==> src/rtl/types.sv <==
`default_nettype none
// ============================================================================
//  Package    : types
//  Description: Shared USB line-state and receive-state definitions used by
//               the SIE receive path, usb_controller debug and benches.
//  Revision   : 1.1 - receive-state enum and SIE receive helpers added
// ============================================================================
package types;

   // Synchronized D+/D- pair, {dp, dm}. Low-speed J is D- high.
   typedef enum logic [1:0] {
      SE0 = 2'b00,
      J   = 2'b01,
      K   = 2'b10,
      SE1 = 2'b11
   } d_port_t;

   // Receive framing state of usb_sie_rx.
   typedef enum logic [2:0] {
      RX_IDLE  = 3'd0,
      RX_SYNC  = 3'd1,
      RX_DATA  = 3'd2,
      RX_EOP   = 3'd3,
      RX_ERROR = 3'd4
   } rx_state_t;

   // Consecutive ones after which the next bit must be a stuffed zero.
   localparam logic [2:0] STUFF_RUN   = 3'd6;
   // Last count of consecutive J samples that ends error recovery (8 samples).
   localparam logic [2:0] IDLE_J_LAST = 3'd7;

   // NRZI: no level change means a one, a change means a zero.
   function automatic logic nrzi_bit(input d_port_t lvl, input d_port_t prev_lvl);
      return (lvl == prev_lvl);
   endfunction

endpackage
`default_nettype wire

==> src/rtl/usb_rx_dpll.sv <==
`default_nettype none
// ============================================================================
//  Module     : usb_rx_dpll
//  Description: Bit-timing recovery. A phase counter is re-centred on every
//               line transition and emits a one-cycle sample strobe in the
//               middle of each bit cell.
//  Revision   : 1.0 - initial release
// ============================================================================
module usb_rx_dpll
   import types::*;
#(
   parameter int CLKS_PER_BIT = 16
) (
   input  logic    clk,
   input  logic    reset,
   input  d_port_t line_state,
   output logic    sample_stb
);

   localparam int            PW           = $clog2(CLKS_PER_BIT);
   localparam logic [PW-1:0] PHASE_MAX    = PW'(CLKS_PER_BIT - 1);
   localparam logic [PW-1:0] PHASE_SAMPLE = PW'(CLKS_PER_BIT / 2);

   logic [PW-1:0] phase_q, phase_d;
   d_port_t       line_prev_q, line_prev_d;
   logic          line_change;

   // Restart the phase on any transition, otherwise free-run and wrap.
   always_comb begin
      line_prev_d = line_state;
      line_change = (line_state != line_prev_q);
      if (line_change) begin
         phase_d = '0;
      end else if (phase_q == PHASE_MAX) begin
         phase_d = '0;
      end else begin
         phase_d = phase_q + 1'b1;
      end
      // A transition exactly at mid-cell means the estimate is stale; skip it.
      sample_stb = !line_change && (phase_q == PHASE_SAMPLE);
   end

   // Phase and previous-line registers.
   always_ff @(posedge clk or negedge reset) begin
      if (!reset) begin
         phase_q     <= '0;
         line_prev_q <= J;
      end else begin
         phase_q     <= phase_d;
         line_prev_q <= line_prev_d;
      end
   end

endmodule
`default_nettype wire

==> src/rtl/usb_sie_rx.sv <==
`default_nettype none
// ============================================================================
//  Module     : usb_sie_rx
//  Description: Low-speed USB receive front end. NRZI decode, bit unstuffing,
//               SYNC and EOP detection, byte assembly towards usb_controller.
//  Revision   : 1.0 - initial release
// ============================================================================
module usb_sie_rx
   import types::*;
#(
   parameter int CLKS_PER_BIT   = 16,
   parameter int SYNC_MIN_ZEROS = 5
) (
   input  logic       clk,
   input  logic       reset,
   input  d_port_t    line_state,
   output logic [7:0] rx_data,
   output logic       rx_valid,
   output logic       rx_active,
   output logic       rx_error
);

   localparam logic [2:0] SYNC_MIN = 3'(SYNC_MIN_ZEROS);

   rx_state_t  state_q, state_d;
   d_port_t    prev_lvl_q, prev_lvl_d;
   logic [2:0] ones_q, ones_d;
   logic [2:0] zeros_q, zeros_d;
   logic [7:0] shift_q, shift_d;
   logic [2:0] bit_cnt_q, bit_cnt_d;
   logic       se0_seen_q, se0_seen_d;
   logic [2:0] j_cnt_q, j_cnt_d;
   logic [7:0] rx_data_q, rx_data_d;
   logic       rx_valid_q, rx_valid_d;
   logic       rx_active_q, rx_active_d;
   logic       rx_error_q, rx_error_d;

   logic       sample_stb;
   logic       line_is_jk;
   logic       dec_bit;
   logic       to_idle;
   logic       to_error;

   usb_rx_dpll #(
      .CLKS_PER_BIT (CLKS_PER_BIT)
   ) u_dpll (
      .clk        (clk),
      .reset      (reset),
      .line_state (line_state),
      .sample_stb (sample_stb)
   );

   // Per-sample decode and framing decisions; outputs are registered below.
   always_comb begin
      state_d     = state_q;
      prev_lvl_d  = prev_lvl_q;
      ones_d      = ones_q;
      zeros_d     = zeros_q;
      shift_d     = shift_q;
      bit_cnt_d   = bit_cnt_q;
      se0_seen_d  = se0_seen_q;
      j_cnt_d     = j_cnt_q;
      rx_data_d   = rx_data_q;
      rx_valid_d  = 1'b0;
      rx_active_d = rx_active_q;
      rx_error_d  = rx_error_q;
      to_idle     = 1'b0;
      to_error    = 1'b0;
      line_is_jk  = (line_state == J) || (line_state == K);
      dec_bit     = nrzi_bit(line_state, prev_lvl_q);

      if (sample_stb) begin
         // SE0/SE1 carry no NRZI information, so the reference level holds.
         if (line_is_jk) begin
            prev_lvl_d = line_state;
         end

         case (state_q)
            RX_IDLE: begin
               ones_d = 3'd0;
               if (line_state == K) begin
                  state_d = RX_SYNC;
                  zeros_d = 3'd0;
               end
            end

            RX_SYNC: begin
               if (!line_is_jk) begin
                  to_idle = 1'b1;
               end else if (!dec_bit) begin
                  zeros_d = (zeros_q == 3'd7) ? 3'd7 : zeros_q + 3'd1;
                  ones_d  = 3'd0;
               end else if (zeros_q >= SYNC_MIN) begin
                  // The closing SYNC one starts the stuffing run.
                  state_d     = RX_DATA;
                  rx_active_d = 1'b1;
                  ones_d      = 3'd1;
                  bit_cnt_d   = 3'd0;
               end else begin
                  to_idle = 1'b1;
               end
            end

            RX_DATA: begin
               if (line_state == SE0) begin
                  state_d    = RX_EOP;
                  rx_error_d = (bit_cnt_q != 3'd0);
               end else if (line_state == SE1) begin
                  to_error = 1'b1;
               end else if (ones_q == STUFF_RUN) begin
                  // A stuffed zero is dropped; a seventh one is illegal.
                  if (dec_bit) begin
                     to_error = 1'b1;
                  end else begin
                     ones_d = 3'd0;
                  end
               end else begin
                  ones_d    = dec_bit ? ones_q + 3'd1 : 3'd0;
                  shift_d   = {dec_bit, shift_q[7:1]};
                  bit_cnt_d = bit_cnt_q + 3'd1;
                  if (bit_cnt_q == 3'd7) begin
                     rx_data_d  = {dec_bit, shift_q[7:1]};
                     rx_valid_d = 1'b1;
                  end
               end
            end

            RX_EOP: begin
               if (line_state == J) begin
                  to_idle = 1'b1;
               end else if (line_state != SE0) begin
                  to_error = 1'b1;
               end
            end

            RX_ERROR: begin
               case (line_state)
                  SE0: begin
                     se0_seen_d = 1'b1;
                     j_cnt_d    = 3'd0;
                  end
                  J: begin
                     if (se0_seen_q || (j_cnt_q == IDLE_J_LAST)) begin
                        to_idle = 1'b1;
                     end else begin
                        j_cnt_d = j_cnt_q + 3'd1;
                     end
                  end
                  default: begin
                     se0_seen_d = 1'b0;
                     j_cnt_d    = 3'd0;
                  end
               endcase
            end

            default: begin
               to_idle = 1'b1;
            end
         endcase
      end

      if (to_error) begin
         state_d    = RX_ERROR;
         rx_error_d = 1'b1;
         se0_seen_d = 1'b0;
         j_cnt_d    = 3'd0;
      end

      if (to_idle) begin
         state_d     = RX_IDLE;
         prev_lvl_d  = J;
         ones_d      = 3'd0;
         zeros_d     = 3'd0;
         bit_cnt_d   = 3'd0;
         se0_seen_d  = 1'b0;
         j_cnt_d     = 3'd0;
         rx_active_d = 1'b0;
         rx_error_d  = 1'b0;
      end
   end

   // Framing state, datapath and registered outputs.
   always_ff @(posedge clk or negedge reset) begin
      if (!reset) begin
         state_q     <= RX_IDLE;
         prev_lvl_q  <= J;
         ones_q      <= 3'd0;
         zeros_q     <= 3'd0;
         shift_q     <= 8'h00;
         bit_cnt_q   <= 3'd0;
         se0_seen_q  <= 1'b0;
         j_cnt_q     <= 3'd0;
         rx_data_q   <= 8'h00;
         rx_valid_q  <= 1'b0;
         rx_active_q <= 1'b0;
         rx_error_q  <= 1'b0;
      end else begin
         state_q     <= state_d;
         prev_lvl_q  <= prev_lvl_d;
         ones_q      <= ones_d;
         zeros_q     <= zeros_d;
         shift_q     <= shift_d;
         bit_cnt_q   <= bit_cnt_d;
         se0_seen_q  <= se0_seen_d;
         j_cnt_q     <= j_cnt_d;
         rx_data_q   <= rx_data_d;
         rx_valid_q  <= rx_valid_d;
         rx_active_q <= rx_active_d;
         rx_error_q  <= rx_error_d;
      end
   end

   assign rx_data   = rx_data_q;
   assign rx_valid  = rx_valid_q;
   assign rx_active = rx_active_q;
   assign rx_error  = rx_error_q;

endmodule
`default_nettype wire

==> config.mk <==
export PLATFORM = sky130hd
export DESIGN_NAME = usb_sie_rx
export DESIGN_NICKNAME = d
export VERILOG_FILES = /design/src/rtl/types.sv /design/src/rtl/usb_rx_dpll.sv /design/src/rtl/usb_sie_rx.sv
export SDC_FILE = /design/constraint.sdc
export NUM_CORES = 1
export LEC_CHECK = 0
export ABC_AREA = 0
export CELL_PAD_IN_SITES_DETAIL_PLACEMENT = 0
export CELL_PAD_IN_SITES_GLOBAL_PLACEMENT = 1
export CORE_MARGIN = 2
export CORE_UTILIZATION = 42
export DETAILED_ROUTE_END_ITERATION = 7
export GPL_ROUTABILITY_DRIVEN = 0
export PLACE_DENSITY_LB_ADDON = 0.1
export SLEW_MARGIN = 0
export SYNTH_ARGS = -nofsm -noshare
export SYNTH_HDL_FRONTEND = slang
export SYNTH_SLANG_ARGS = --single-unit
==> constraint.sdc <==
create_clock -name clk -period 2.2 [get_ports clk]
set_clock_uncertainty 0.05 [all_clocks]
set_input_delay 0.44 -clock clk [delete_from_list [all_inputs] [get_ports clk]]
set_output_delay 0.44 -clock clk [all_outputs]
set_load 0.05 [all_outputs]
**Word-level counts from Yosys, hierarchy flattened**

Cells that the tools add are included.
Widths: inputs -> output; s select.

- Register bits: 43
- Output and inout port bits: 11
- Bits of input ports: 4
- Logic and storage cells: 173

- Bitwise operators: 3
- Add/sub/neg operators: 5
- Eq/ne operators: 32
- Reduce and logical (&&, ||, !) cells: 33
- Muxes and demuxes: 85
- Order comparisons: 1

Operators with widths:

| cell | count |
|---|---|
| $mux 3 | 38 |
| $mux 1 | 35 |
| $ne 4x4->1 const B | 8 |
| $ne 3x3->1 const B | 9 |
| $reduce_bool 3->1 | 7 |
| $pmux 3 s3 | 2 |
| $eq 3x3->1 const B | 5 |
| $reduce_and 5->1 | 3 |
| $reduce_and 7->1 | 2 |
| $add 3x1->3 const B | 4 |
| $pmux 3 s2 | 2 |
| $reduce_bool 2->1 | 6 |
| $reduce_and 3->1 | 3 |
| $eq 4x4->1 const B | 2 |
| $mux 4 | 2 |
| $reduce_and 8->1 | 1 |
| $eq 3x2->1 const B | 2 |
| $mux 2 | 3 |
| $reduce_and 6->1 | 1 |
| $reduce_bool 5->1 | 1 |
| $add 4x1->4 const B | 1 |
| $eq 2x2->1 const B | 2 |
| $pmux 1 s2 | 2 |
| $pmux 1 s4 | 1 |
| 14 further kinds | 17 |

**Logic depth before layout (Yosys ltp)**

- Depth in word-level cells: 9
- Depth in mapped cells: 8
- Mapped depth without buffers: 7

**Modules after synthesis**

From an unflattened synthesis, not the netlist that was laid out.

- Cell total of the unflattened synthesis: 228
- Area total of the unflattened synthesis: 2292.2 µm²

By module, submodules not included:

| module | cells an instance | area each (µm²) | instances | sequential area each (µm²) |
|---|---|---|---|---|
| usb_sie_rx | 204 | 2024.4 | 1 | 902.1 |
| usb_rx_dpll | 24 | 267.8 | 1 | 151.4 |

**Worst setup path after synthesis**

OpenSTA, ideal clock, no wires.

- Kind: input port to flip-flop
- Start: input line_state[1]
- End: register bit_cnt_q[0]
- Slack: 0.068 ns
- Stages: 6
- Path buffers: 1
- Arrival time: 1.957 ns
- Required time: 2.025 ns
- Library setup time: 0.125 ns
- Cell sequence: buf_6 > xor2_4 > nor4_4 > o21ai_4 > a311o_1 > mux2_4

- Word-level cells in the longest chain between the ends: 7
- Elaborated cells between the ends (all ways): 25
- Those cells by class: eq/ne: 11; mux: 7; reduce/logical: 7

Ends and longest elaborated chain:

| element | RTL line | text |
|---|---|---|
| start: declaration | usb_sie_rx.sv:16 | `input d_port_t line_state,` |
| $eq 2x2->1 (tied with other cells) | types.sv:34 | `return (lvl == prev_lvl);` |
| $mux 1 or $logic_or 1x1->1 (tied branches) | usb_sie_rx.sv:90, usb_sie_rx.sv:69 |  |
| $mux 1 | usb_sie_rx.sv:88 | `if (!line_is_jk) begin` |
| $pmux 1 s4 | usb_sie_rx.sv:78 | `case (state_q)` |
| $mux 1 | usb_sie_rx.sv:72 | `if (sample_stb) begin` |
| $ne 3x3->1 (no line) (tied with other cells) | n/a |  |
| $reduce_and 8->1 (no line) | n/a |  |
| end signal: assignment | usb_sie_rx.sv:203 | `bit_cnt_q <= bit_cnt_d;` |
| end: declaration | usb_sie_rx.sv:30 | `logic [2:0] bit_cnt_q, bit_cnt_d;` |

Parallel ways exist; a longest one is shown, timed or not.
A chain may end at the register's enable or synchronous reset.

**Worst setup path in the final report**

- Start: register j_cnt_q[0]
- End: register prev_lvl_q[1]

- Word-level cells in the longest chain between the ends: 8
- Elaborated cells between the ends (all ways): 10
- Those cells by class: eq/ne: 1; mux: 5; reduce/logical: 4

Ends and longest elaborated chain:

| element | RTL line | text |
|---|---|---|
| start: declaration | usb_sie_rx.sv:32 | `logic [2:0] j_cnt_q, j_cnt_d;` |
| start signal: assignment | usb_sie_rx.sv:205 | `j_cnt_q <= j_cnt_d;` |
| $eq 3x3->1 (*) | usb_sie_rx.sv:143 | `if (se0_seen_q \|\| (j_cnt_q == IDLE_J_LAST)) begin` |
| $logic_or 1x1->1 (*) | usb_sie_rx.sv:143 |  |
| $mux 1 (*) | usb_sie_rx.sv:143 |  |
| $mux 1 (*) | usb_sie_rx.sv:137 | `case (line_state)` |
| $pmux 1 s4 (*) | usb_sie_rx.sv:78 |  |
| $mux 1 (*) | usb_sie_rx.sv:72 |  |
| $reduce_bool 2->1 (no line) | n/a |  |
| $reduce_and 2->1 (no line) | n/a |  |
| end signal: assignment | usb_sie_rx.sv:199 | `prev_lvl_q <= prev_lvl_d;` |
| end: declaration | usb_sie_rx.sv:26 | `d_port_t prev_lvl_q, prev_lvl_d;` |

Every way passes the cells marked *; elsewhere a longest branch is shown, timed or not.

==> impl_results.md <==
- Status: finished clean
- Mux cell area share after synthesis: 7.79%
- CTS HTree Levels: 2
- Final Hold Vio Count: 0
- Synth top area share: 42.7%
- Largest family of logic cells by synthesized area: compound AO/OA/AOI/OAI gates
- Crit. End Element: flop
- Post-synth EDFFs: 0
- Flop pwr share: 50.6%
- DIE HEIGHT: 78.7 um
- Largest net degree at the start of global routing: 43
- Setup violations, final: 0
- Starting Density: 43.1%
- Top-count cell post-synth: dfrtp_1
- Post-synthesis sequential area ratio: 45.0%
- Slew @ Worst Pin: 542 ps
- Cell mode on critical path: ha_1
- Drc violations: 0
- Startpoint types: flop
- Cell family with most CP delay: compound AO/OA/AOI/OAI gates
- Syn Area/Cell: 10.5 um2
- Yosys cell types: 53
- Leak Pwr: 1.40 nW
- Drt total wl: 6060 um
- CTS Buf Count: 5
- Net switching fraction of the power: 27.0%
- Pins Over Slew Limit: 0
- Via count: 1992
- Crit-path max FO: 5
- Antenna diode count: 0
- Die X: 78.7 um
- Grt ovf: 0
- Yosys warning count: 0
- Hpwl dp: 4310 um
- Synth Register Bits: 42
- Synth Area in Simple Gates: 14.8%
- TritonCTS clock tree: built
- Crit path max-delay cell type: dfrtp_1
- Initial antenna violation count: 0
- Clock sinks: 42
- # Max-Cap Violations: 0
- Row cnt: 27
- DIE AREA: 6190 um2
- Compound-Gate Fraction of Synth Area: 16.4%
- CP max stage delay: 420 ps
- Area growth syn-to-layout: 37.3%
- Total track usage: 20.2%
- FMAX: 473 MHz
- CP required: 2380 ps
- Worst-Skew Late Latency: 290 ps
- Slew headroom: 63.9%
- Arr. time, crit path: 2300 ps
- DRT antenna net count: 0
- Fillers: 473
- Core footprint: 5440 um2
- Sw power: 0.432 mW
- First-pass iteration count of the detailed router: 4
- Total power draw: 1.60 mW
- Root buf cell: clkbuf_8
- Via density: 5.53
- Synth area leader: dfrtp_1
- Boundary Pins: 15
- Ys flop type: dfrtp_1
- Worst setup margin: 85.1 ps
- Worst hold margin: 148 ps
- Synth Instances: 223
- Synth Area in Adders: 8.01%
- Mapped Nets: 242
- Post-layout min period: 2110 ps
- Iteration-0 DRC Markers: 94
- Mapped Area: 2340 um2
- Reg clk slew, reported paths: 80 ps
- Hold/Removal Path Class: primary input to async pin
- Comb pwr share: 16.1%
- Clock power share: 33.3%
- Hold buffer count at CTS: 0
- # port buffers: 14
- # nets final: 306
- Crit path buffers/inverters: 1
- Setup CP Type: flop to flop
- Internal power: 1.17 mW
- XOR/XNOR Fraction of Synth Area: 3.42%
- CP cell instances: ha_1, ha_1, o211ai_1, o21ai_4, buf_4, o41ai_2, a32o_1
- Ys async rst share: 100%
- Most frequent cells after synthesis: dfrtp_1 (40), inv_1 (17), ha_1 (15), nand2_1 (15)
- Post-Route Setup TNS: 0 ps
- Synth top area cells: dfrtp_1 (43%), ha_1 (8.0%), mux2_2 (6.7%), o21ai_0 (3.0%), inv_1 (2.7%)
- Pre-CTS setup slack: -557 ps
- Clock Tree Buf Depth: 2
- Post-DR wirelength/cell: 16.8 um
- Peak supply drop: 0.327 mV
- First-pass GRT wire length: 9930 um
- Share of cells above drive strength 1: 39.6%
- Power per cell area: 497 nW/um2
- Final Cycle Share: 96.1%
- Vias in the first global route: 2060
[power by group through the flow]
stage | logic (mW) | clock network (mW) | registers [mW]
2_1_floorplan | 0.0975 | 0 | 0.820
3_3_place_gp | 0.195 | 0 | 0.822
3_5_place_dp | 0.201 | 0 | 0.824
4_1_cts | 0.224 | 0.549 | 0.809
5_1_grt | 0.283 | 0.584 | 0.814
6_report | 0.258 | 0.532 | 0.810
[worst register-to-register path: cells and delay by family, from the launching register on]
family | cells | cell delay, ps
adders and majority gates | 2 | 390
DFF | 1 | 420
AOI/OAI and AO/OA | 4 | 1010
buffers and inverters | 1 | 180
[per-stage QoR]
step                      area (um2)  cells  utilization [%]
final                           3220    360             59.2
after global routing            3220    360             59.2
after CTS                       3100    359             57.0
after detailed placement        2890    349             53.0
after global placement          2890    349             53.0
after floorplan                 2340    223                -
[logic make-up (layout without fill, tap and decap cells)]
family,Yosys count,after routing
flip-flops,42,42
buffers and inverters,25,90
adder cells (fa/ha/maj),15,15
AND/OR/NAND/NOR,63,63
multiplexers,16,16
XOR/XNOR,7,7
AO/OA/AOI/OAI,55,55
[cells in the final DEF, fill, tap and decap left out, types with 3 or more instances in the layout]
master	n
a21oi_1	9
and2_1	3
buf_4	47
buf_6	4
clkbuf_8	6
clkdlybuf4s50_1	11
dfrtp_1	39
ha_1	13
inv_1	16
mux2_2	14
nand2_1	13
nand3_1	6
nor2_1	8
nor2_4	3
nor3_1	4
nor4_2	4
nor4_4	3
o21ai_0	13
o31ai_1	4
xnor2_1	3
[worst paths after layout]
kind / from / end / slack, ps / depth (start not counted)
max in group asynchronous: reset / state_q[0]$_DFFE_PN0P_ / 1530 / 2
min reg2reg: rx_data[7]$_DFFE_PN0P_ / rx_data[7]$_DFFE_PN0P_ / 440 / 2
max: j_cnt_q[0]$_DFFE_PN0P_ / prev_lvl_q[1]$_DFFE_PN0P_ / 90 / 7
min in group clk: rx_data[7]$_DFFE_PN0P_ / rx_data[7]$_DFFE_PN0P_ / 440 / 2
max reg2reg: j_cnt_q[0]$_DFFE_PN0P_ / prev_lvl_q[1]$_DFFE_PN0P_ / 90 / 7
min: reset / j_cnt_q[2]$_DFFE_PN0P_ / 150 / 2
[layer usage]
| metal | vias to the layer above | wire [um] | global-route usage, % |
|---|---|---|---|
| li1 | 940 | - | - |
| met1 | 1010 | 2640 | 27.0 |
| met2 | 36 | 3150 | 33.8 |
| met3 | 6 | 208 | 3.86 |
| met4 | 0 | 70 | 5.61 |
| met5 | - | 0 | 0 |
[cell type report]
type                    instances  area, um2  share of cell area (%)
clock buffers                   7       86.3                    2.68
clock inverters                 1       8.76                   0.272
inverters                      17       63.8                    1.98
multi-input cells             156       1380                    42.9
flip-flops and latches         42       1050                    32.8
well taps                      72       90.1                    2.80
repair buffers                 65        534                    16.6
[state kept, by name, indices dropped and copies added (netlist names)]
signal              flops
se0_seen_q              1
rx_data                 8
u_dpll.phase_q          4
prev_lvl_q              2
ones_q                  3
u_dpll.line_prev_q      2
zeros_q                 3
j_cnt_q                 3
state_q                 3
rx_valid                1
rx_active               1
rx_error                1
bit_cnt_q               3
shift_q                 7
[what timing repair did]
action	CTS	global route
endpoints found under the setup margin	27	31
gates resized for setup	21	23
pin swaps	2	6
setup buffers	2	1
endpoints found under the hold margin	0	0
Power figures use the tool's default switching activity.
